===== src/rtl/nibble_serial_alu_pkg.sv =====
// Shared opcodes, FSM encoding and slice width for the nibble-serial ALU.
package nibble_serial_alu_pkg;

  localparam int unsigned NIBBLE = 4;

  localparam logic [2:0] OP_CLR   = 3'b000;
  localparam logic [2:0] OP_BSUBA = 3'b001;
  localparam logic [2:0] OP_ASUBB = 3'b010;
  localparam logic [2:0] OP_ADD   = 3'b011;
  localparam logic [2:0] OP_XOR   = 3'b100;
  localparam logic [2:0] OP_OR    = 3'b101;
  localparam logic [2:0] OP_AND   = 3'b110;
  localparam logic [2:0] OP_SET   = 3'b111;

  typedef enum logic [1:0] {
    ST_IDLE = 2'd0,
    ST_RUN  = 2'd1,
    ST_DONE = 2'd2
  } state_t;

  // True for the ops that use the carry chain.
  function automatic logic is_arith(input logic [2:0] sel);
    return (sel == OP_BSUBA) || (sel == OP_ASUBB) || (sel == OP_ADD);
  endfunction

endpackage


===== src/rtl/nibble_serial_alu_if.sv =====
// Request/response bundle between the datapath sequencer and the serial ALU.
interface nibble_serial_alu_if #(
  parameter int unsigned WIDTH = 16
) ();
  logic             start;
  logic [2:0]       sel;
  logic [WIDTH-1:0] a;
  logic [WIDTH-1:0] b;
  logic             c_in;
  logic             busy;
  logic             done;
  logic [WIDTH-1:0] result;
  logic             carry_out;
  logic             overflow;
  logic             zero;

  modport master (
    output start, sel, a, b, c_in,
    input  busy, done, result, carry_out, overflow, zero
  );

  modport slave (
    input  start, sel, a, b, c_in,
    output busy, done, result, carry_out, overflow, zero
  );
endinterface


===== src/rtl/nibble_serial_alu_nibble.sv =====
// Combinational 4-bit ALU slice with group generate/propagate outputs.
module nibble_serial_alu_nibble
  import nibble_serial_alu_pkg::*;
(
  input  logic [3:0] a4,
  input  logic [3:0] b4,
  input  logic [2:0] sel,
  input  logic       c,
  output logic [3:0] f4,
  output logic       g,
  output logic       p,
  output logic       c_msb
);

  logic [3:0] x, y, gi, pi, sum4, lo;
  logic       arith;

  // Operand conditioning, sum and carry-lookahead terms for one nibble.
  always_comb begin
    x     = a4;
    y     = b4;
    arith = is_arith(sel);
    f4    = 4'h0;
    g     = 1'b0;
    p     = 1'b0;
    c_msb = 1'b0;
    if (sel == OP_BSUBA) x = ~a4;
    if (sel == OP_ASUBB) y = ~b4;
    gi   = x & y;
    pi   = x ^ y;
    sum4 = x + y + {3'b000, c};
    lo   = {1'b0, x[2:0]} + {1'b0, y[2:0]} + {3'b000, c};
    if (arith) begin
      f4    = sum4;
      g     = gi[3] | (pi[3] & gi[2]) | (pi[3] & pi[2] & gi[1]) | (&pi[3:1] & gi[0]);
      p     = &pi;
      c_msb = lo[3];
    end else begin
      case (sel)
        OP_XOR:  f4 = a4 ^ b4;
        OP_OR:   f4 = a4 | b4;
        OP_AND:  f4 = a4 & b4;
        OP_SET:  f4 = 4'hF;
        default: f4 = 4'h0;
      endcase
    end
  end

endmodule


===== src/rtl/nibble_serial_alu.sv =====
// WIDTH-bit ALU that reuses one nibble slice, LSB nibble first, with start/busy/done handshake.
module nibble_serial_alu
  import nibble_serial_alu_pkg::*;
#(
  parameter int unsigned WIDTH = 16
) (
  input  logic                clk,
  input  logic                rst,
  nibble_serial_alu_if.slave  bus
);

  localparam int unsigned NIB = WIDTH / NIBBLE;
  localparam int unsigned KW  = (NIB > 1) ? $clog2(NIB) : 1;

  state_t             state, state_n;
  logic [KW-1:0]      k;
  logic               carry;
  logic [2:0]         sel_q;
  logic [WIDTH-1:0]   a_q, b_q, shadow;
  logic [3:0]         f4;
  logic               g, p, c_msb, c_next, last, accept;
  logic [WIDTH+NIBBLE-1:0] asm_c;
  logic [WIDTH-1:0]   res_c;

  nibble_serial_alu_nibble u_slice (
    .a4    (a_q[3:0]),
    .b4    (b_q[3:0]),
    .sel   (sel_q),
    .c     (carry),
    .f4    (f4),
    .g     (g),
    .p     (p),
    .c_msb (c_msb)
  );

  assign c_next = g | (p & carry);
  assign last   = (k == KW'(NIB - 1));
  assign accept = (state != ST_RUN) && bus.start;
  assign asm_c  = {f4, shadow};
  assign res_c  = asm_c[WIDTH+NIBBLE-1:NIBBLE];

  // State register.
  always_ff @(posedge clk or posedge rst) begin
    if (rst) state <= ST_IDLE;
    else     state <= state_n;
  end

  // Next-state logic.
  always_comb begin
    state_n = state;
    case (state)
      ST_IDLE: if (bus.start) state_n = ST_RUN;
      ST_RUN:  if (last)      state_n = ST_DONE;
      ST_DONE: state_n = bus.start ? ST_RUN : ST_IDLE;
      default: state_n = ST_IDLE;
    endcase
  end

  // Operand latch, nibble shifting, carry chain and registered outputs.
  always_ff @(posedge clk or posedge rst) begin
    if (rst) begin
      k             <= '0;
      carry         <= 1'b0;
      sel_q         <= OP_CLR;
      a_q           <= '0;
      b_q           <= '0;
      shadow        <= '0;
      bus.busy      <= 1'b0;
      bus.done      <= 1'b0;
      bus.result    <= '0;
      bus.carry_out <= 1'b0;
      bus.overflow  <= 1'b0;
      bus.zero      <= 1'b1;
    end else begin
      bus.busy <= (state_n == ST_RUN);
      bus.done <= (state_n == ST_DONE);
      if (accept) begin
        a_q   <= bus.a;
        b_q   <= bus.b;
        sel_q <= bus.sel;
        k     <= '0;
        if (bus.sel == OP_ADD)      carry <= bus.c_in;
        else if (is_arith(bus.sel)) carry <= 1'b1;
        else                        carry <= 1'b0;
      end else if (state == ST_RUN) begin
        a_q    <= a_q >> NIBBLE;
        b_q    <= b_q >> NIBBLE;
        shadow <= res_c;
        carry  <= c_next;
        k      <= k + KW'(1);
        if (last) begin
          bus.result    <= res_c;
          bus.carry_out <= is_arith(sel_q) ? c_next : 1'b0;
          bus.overflow  <= is_arith(sel_q) ? (c_msb ^ c_next) : 1'b0;
          bus.zero      <= (res_c == '0);
        end
      end
    end
  end

endmodule

===== src/flat_wrapper.sv =====
// flat-port wrapper written by rule: the top's interface ports become plain ports
module nibble_serial_alu_flat import nibble_serial_alu_pkg::*;
#(
  parameter int unsigned WIDTH = 16
)
  (clk, rst, bus_start, bus_sel, bus_a, bus_b, bus_c_in, bus_busy, bus_done, bus_result, bus_carry_out, bus_overflow, bus_zero);
  nibble_serial_alu_if #(.WIDTH(WIDTH)) bus_i ();
  input  logic clk;
  input  logic rst;
  input wire logic [$bits(bus_i.start)-1:0] bus_start;
  input wire logic [$bits(bus_i.sel)-1:0] bus_sel;
  input wire logic [$bits(bus_i.a)-1:0] bus_a;
  input wire logic [$bits(bus_i.b)-1:0] bus_b;
  input wire logic [$bits(bus_i.c_in)-1:0] bus_c_in;
  output wire logic [$bits(bus_i.busy)-1:0] bus_busy;
  output wire logic [$bits(bus_i.done)-1:0] bus_done;
  output wire logic [$bits(bus_i.result)-1:0] bus_result;
  output wire logic [$bits(bus_i.carry_out)-1:0] bus_carry_out;
  output wire logic [$bits(bus_i.overflow)-1:0] bus_overflow;
  output wire logic [$bits(bus_i.zero)-1:0] bus_zero;
  assign bus_i.start = bus_start;
  assign bus_i.sel = bus_sel;
  assign bus_i.a = bus_a;
  assign bus_i.b = bus_b;
  assign bus_i.c_in = bus_c_in;
  assign bus_busy = bus_i.busy;
  assign bus_done = bus_i.done;
  assign bus_result = bus_i.result;
  assign bus_carry_out = bus_i.carry_out;
  assign bus_overflow = bus_i.overflow;
  assign bus_zero = bus_i.zero;
  nibble_serial_alu #(.WIDTH(WIDTH)) u_core (.clk(clk), .rst(rst), .bus(bus_i));
endmodule

===== config.mk =====
export PLATFORM = sky130hd
export DESIGN_NAME = nibble_serial_alu_flat
export DESIGN_NICKNAME = d
export VERILOG_FILES = /design/src/rtl/nibble_serial_alu_pkg.sv /design/src/rtl/nibble_serial_alu_if.sv /design/src/rtl/nibble_serial_alu_nibble.sv /design/src/rtl/nibble_serial_alu.sv /design/src/flat_wrapper.sv
export SDC_FILE = /design/constraint.sdc
export NUM_CORES = 1
export LEC_CHECK = 0
export ABC_AREA = 1
export CORE_AREA = 3 3 93 95
export DETAILED_ROUTE_END_ITERATION = 10
export DIE_AREA = 0 0 96 98
export GPL_TIMING_DRIVEN = 0
export PLACE_DENSITY_LB_ADDON = 0.12
export SYNTH_ARGS = -nofsm -noshare
export SYNTH_HDL_FRONTEND = slang
export SYNTH_SLANG_ARGS = --single-unit

===== constraint.sdc =====
create_clock -name clk -period 7.1 [get_ports clk]
set_input_delay 1.42 -clock clk [delete_from_list [all_inputs] [get_ports clk]]
set_output_delay 1.42 -clock clk [all_outputs]
set_load 0.05 [all_outputs]

==> metrics.txt <==
largest delay contributor family on the critical path=buffers and inverters; worst hold path type=reg -> reg; Crit Path Max Fanout=2; final hold slack=0.477 ns; Crit Reg-Reg Startpoint=u_core.sel_q[2]; layout cells sized above 1=0.0985; Hold Path Stages=2; Die W=96 um; post-DR wirelength/cell=13.3 um; Primary FF master, synth=dfrtp_1; Int Pwr=0.00115 W; Die Height=98 um; post-CTS sizing=0; first-pass GRT wire length=12.7 mm; NetSw=0.000982 W; Post-synth EDFFs=0; Peak supply drop=158 uV; Worst-Margin Slew=0.493 ns; drt initial violations=135; setup bufs post-CTS=0; Root Driver=clkbuf_8; full die area=9410 um2; MaxCap Viol Count=0; CTS tree=built; switching share of power=0.461; Clk pwr share=0.157; area of the multi-input gates=1380 um2; post-detail-place hpwl=5.56 mm; vias per inst=4.90; CP required=5.68 ns; wirelength, routed=7.56 mm; final setup fails=0; hold path start=u_core.bus.zero; Cell variety after synth=28; Yosys reg bits=73; Post-Syn Area=3520 um2; crit share post-route=0.433; Synthesized Nets=445; setup_tns=0 ns; FF-to-FF setup slack=4.41 ns; Synth area leaders=dfrtp_1 51%, nand2_1 11%, inv_1 5.9%, o21ai_0 4.7%, ha_1 4.6%; Total Power=0.00213 W; Seq pwr share=0.314; Worst Path Buf+Inv=1; total CTS buffers=9; hold_buf cts=0; Initial Utilization=0.451; register area=1830 um2; status=completed; Core Footprint=7810 um2; Seq/Total Area, Yosys=0.519; unrepaired setup endpoints after global routing=no; GR Util All Layers=0.171; Buffers on Ports=59; final hold viol count=0; worst stage delay on the critical path=0.79 ns; Crit Reg-Reg Endpoint=u_core.bus.zero; Clock Pin Slew Worst Setup and Hold Paths=0.07 ns; share of the synthesized area in the top cell type=0.511; Clock Tree Buf Depth=2; Slew HR=0.670; gr ovfl total=0; Commonest cells post-synth=107 x nand2_1, 72 x dfrtp_1, 55 x inv_1, 33 x o21ai_0, 16 x o221ai_1; critical setup path kind=reg -> out; skew final=0.0142 ns; Slew Limit Fails=0; power share of the combinational group=0.529; clock sink count=73; diode count=0; Hold Crit Endpoint=u_core.bus.zero; worst path cell trace=clkdlybuf4s50_1; routability cong.=0.791; critical path arrival=1.65 ns; min cycle time layout=3.07 ns; post-synth top area cell=dfrtp_1; Worst-Skew Late Latency=0.34 ns; DRC=0; num rows=32; Fmax=0.326 GHz; slowest stage cell on the critical path=clkdlybuf4s50_1; number of global-route vias before repair=2682; most frequent cell after synthesis=nand2_1; Antenna Nets Post-Route=0; fill count=751; PD cells=475 nW/um2; Critical Path Start Type=flip-flop; # IOs=60; largest net degree at the start of global routing=74; R2R cell count=15; Async SR Flop Fraction=1.00; Syn Inst Count=391; Setup crit end kind=output port; Leak=2.13 nW; initial antenna violation count=0; drt first pass iters=4; Area growth syn-to-layout=27.0%; Avg Cell Area, Syn=9.01 um2; H-tree depth=3; Synth Warn #=0; Layout Nets=516; total number of vias=2786
[cells by family (layout without fill, tap and decap cells)]
kind of cell    after synthesis  in the layout  synth area share
simple gates                148            148             0.188
buf+inv                      76            152            0.0898
flops                        73             73             0.519
compound gates               70             70             0.123
fa+ha+maj                    15             15            0.0575
xor+xnor                      9              9            0.0224
[metal layers]
layer / up-vias / GRT usage / part of all wire
met4: 0 / 0.0492 / 0.0078
met3: 6 / 0.0300 / 0.045
met5: - / 0 / 0
met1: 1296 / 0.243 / 0.48
li1: 1410 / - / -
met2: 74 / 0.266 / 0.47
[cell type report]
class,instances,area share
clock inverter,7,0.0176
multi-input combinational,242,0.308
buffer,15,0.0196
tap,102,0.0285
clock buffer,9,0.0277
sequential,73,0.409
inverter,61,0.0517
timing repair buffer,60,0.138
[power groups by stage]
| stage | Combinational, W | Sequential, W | Clock (W) |
|---|---|---|---|
| global route | 0.00127 | 0.000688 | 0.000357 |
| floorplan | 0.000669 | 0.000823 | 0 |
| global placement | 0.00111 | 0.000670 | 0 |
| finish | 0.00113 | 0.000669 | 0.000333 |
| CTS | 0.00114 | 0.000669 | 0.000340 |
| detailed placement | 0.00114 | 0.000677 | 0 |
[how the worst max path moves through the flow]
stage               startpoint             endpoint  slack (ns)  cells past startpoint
6_report       u_core.bus.zero             bus_zero        4.03                      1
5_1_grt        u_core.bus.zero             bus_zero        3.98                      1
4_1_cts        u_core.bus.zero             bus_zero        4.01                      1
3_5_place_dp         bus_start       u_core.a_q[13]        4.21                      6
3_3_place_gp               rst  u_core.bus.overflow        2.61                      2
2_1_floorplan              rst        u_core.a_q[0]        3.83                      1
[layout by cell type (no fill, tap or decap)]
cell type        count
clkinvlp_4           2
clkinv_2             1
clkbuf_8             9
a21oi_1              5
clkdlybuf4s50_1     59
nor2_1               9
buf_4                2
dfstp_2              1
buf_16               1
buf_2                7
nor3_1               1
fa_1                 2
inv_6                1
inv_1               54
o211ai_1             8
nor2_4               2
bufinv_16            1
o221ai_1            16
a22o_1               1
inv_2                6
o21ai_1              7
o21ai_0             33
clkinv_4             1
xor2_1               9
clkbuf_1             4
inv_4                1
nand3_2              2
nand2_2              2
dfrtp_1             72
nand2_1            107
ha_1                13
nand4_1              6
nand3b_1             1
nor2_2               2
nor2_8               2
nand3_1             14
buf_6                2
inv_8                1
[per-stage QoR]
| step | instances | instance area [um2] | worst slack [ns] | utilization |
|---|---|---|---|---|
| 4_1_cts | 569 | 4470 | 4.01 | 0.573 |
| 6_report | 569 | 4470 | 4.03 | 0.573 |
| 2_1_floorplan | 391 | 3520 | 3.83 | - |
| 5_1_grt | 569 | 4470 | 3.98 | 0.573 |
| 3_3_place_gp | 552 | 4240 | 2.61 | 0.543 |
| 3_5_place_dp | 553 | 4270 | 4.21 | 0.547 |
[sequential cells by signal (all words and copies together) (netlist names)]
signal and flops:
u_core.a_q 16, u_core.b_q 16, u_core.bus.busy 1, u_core.bus.carry_out 1
u_core.bus.done 1, u_core.bus.overflow 1, u_core.bus.result 16, u_core.bus.zero 1
u_core.carry 1, u_core.k 2, u_core.sel_q 3, u_core.shadow 12
u_core.state 2
No activity file was read; power rests on OpenSTA's default activity.
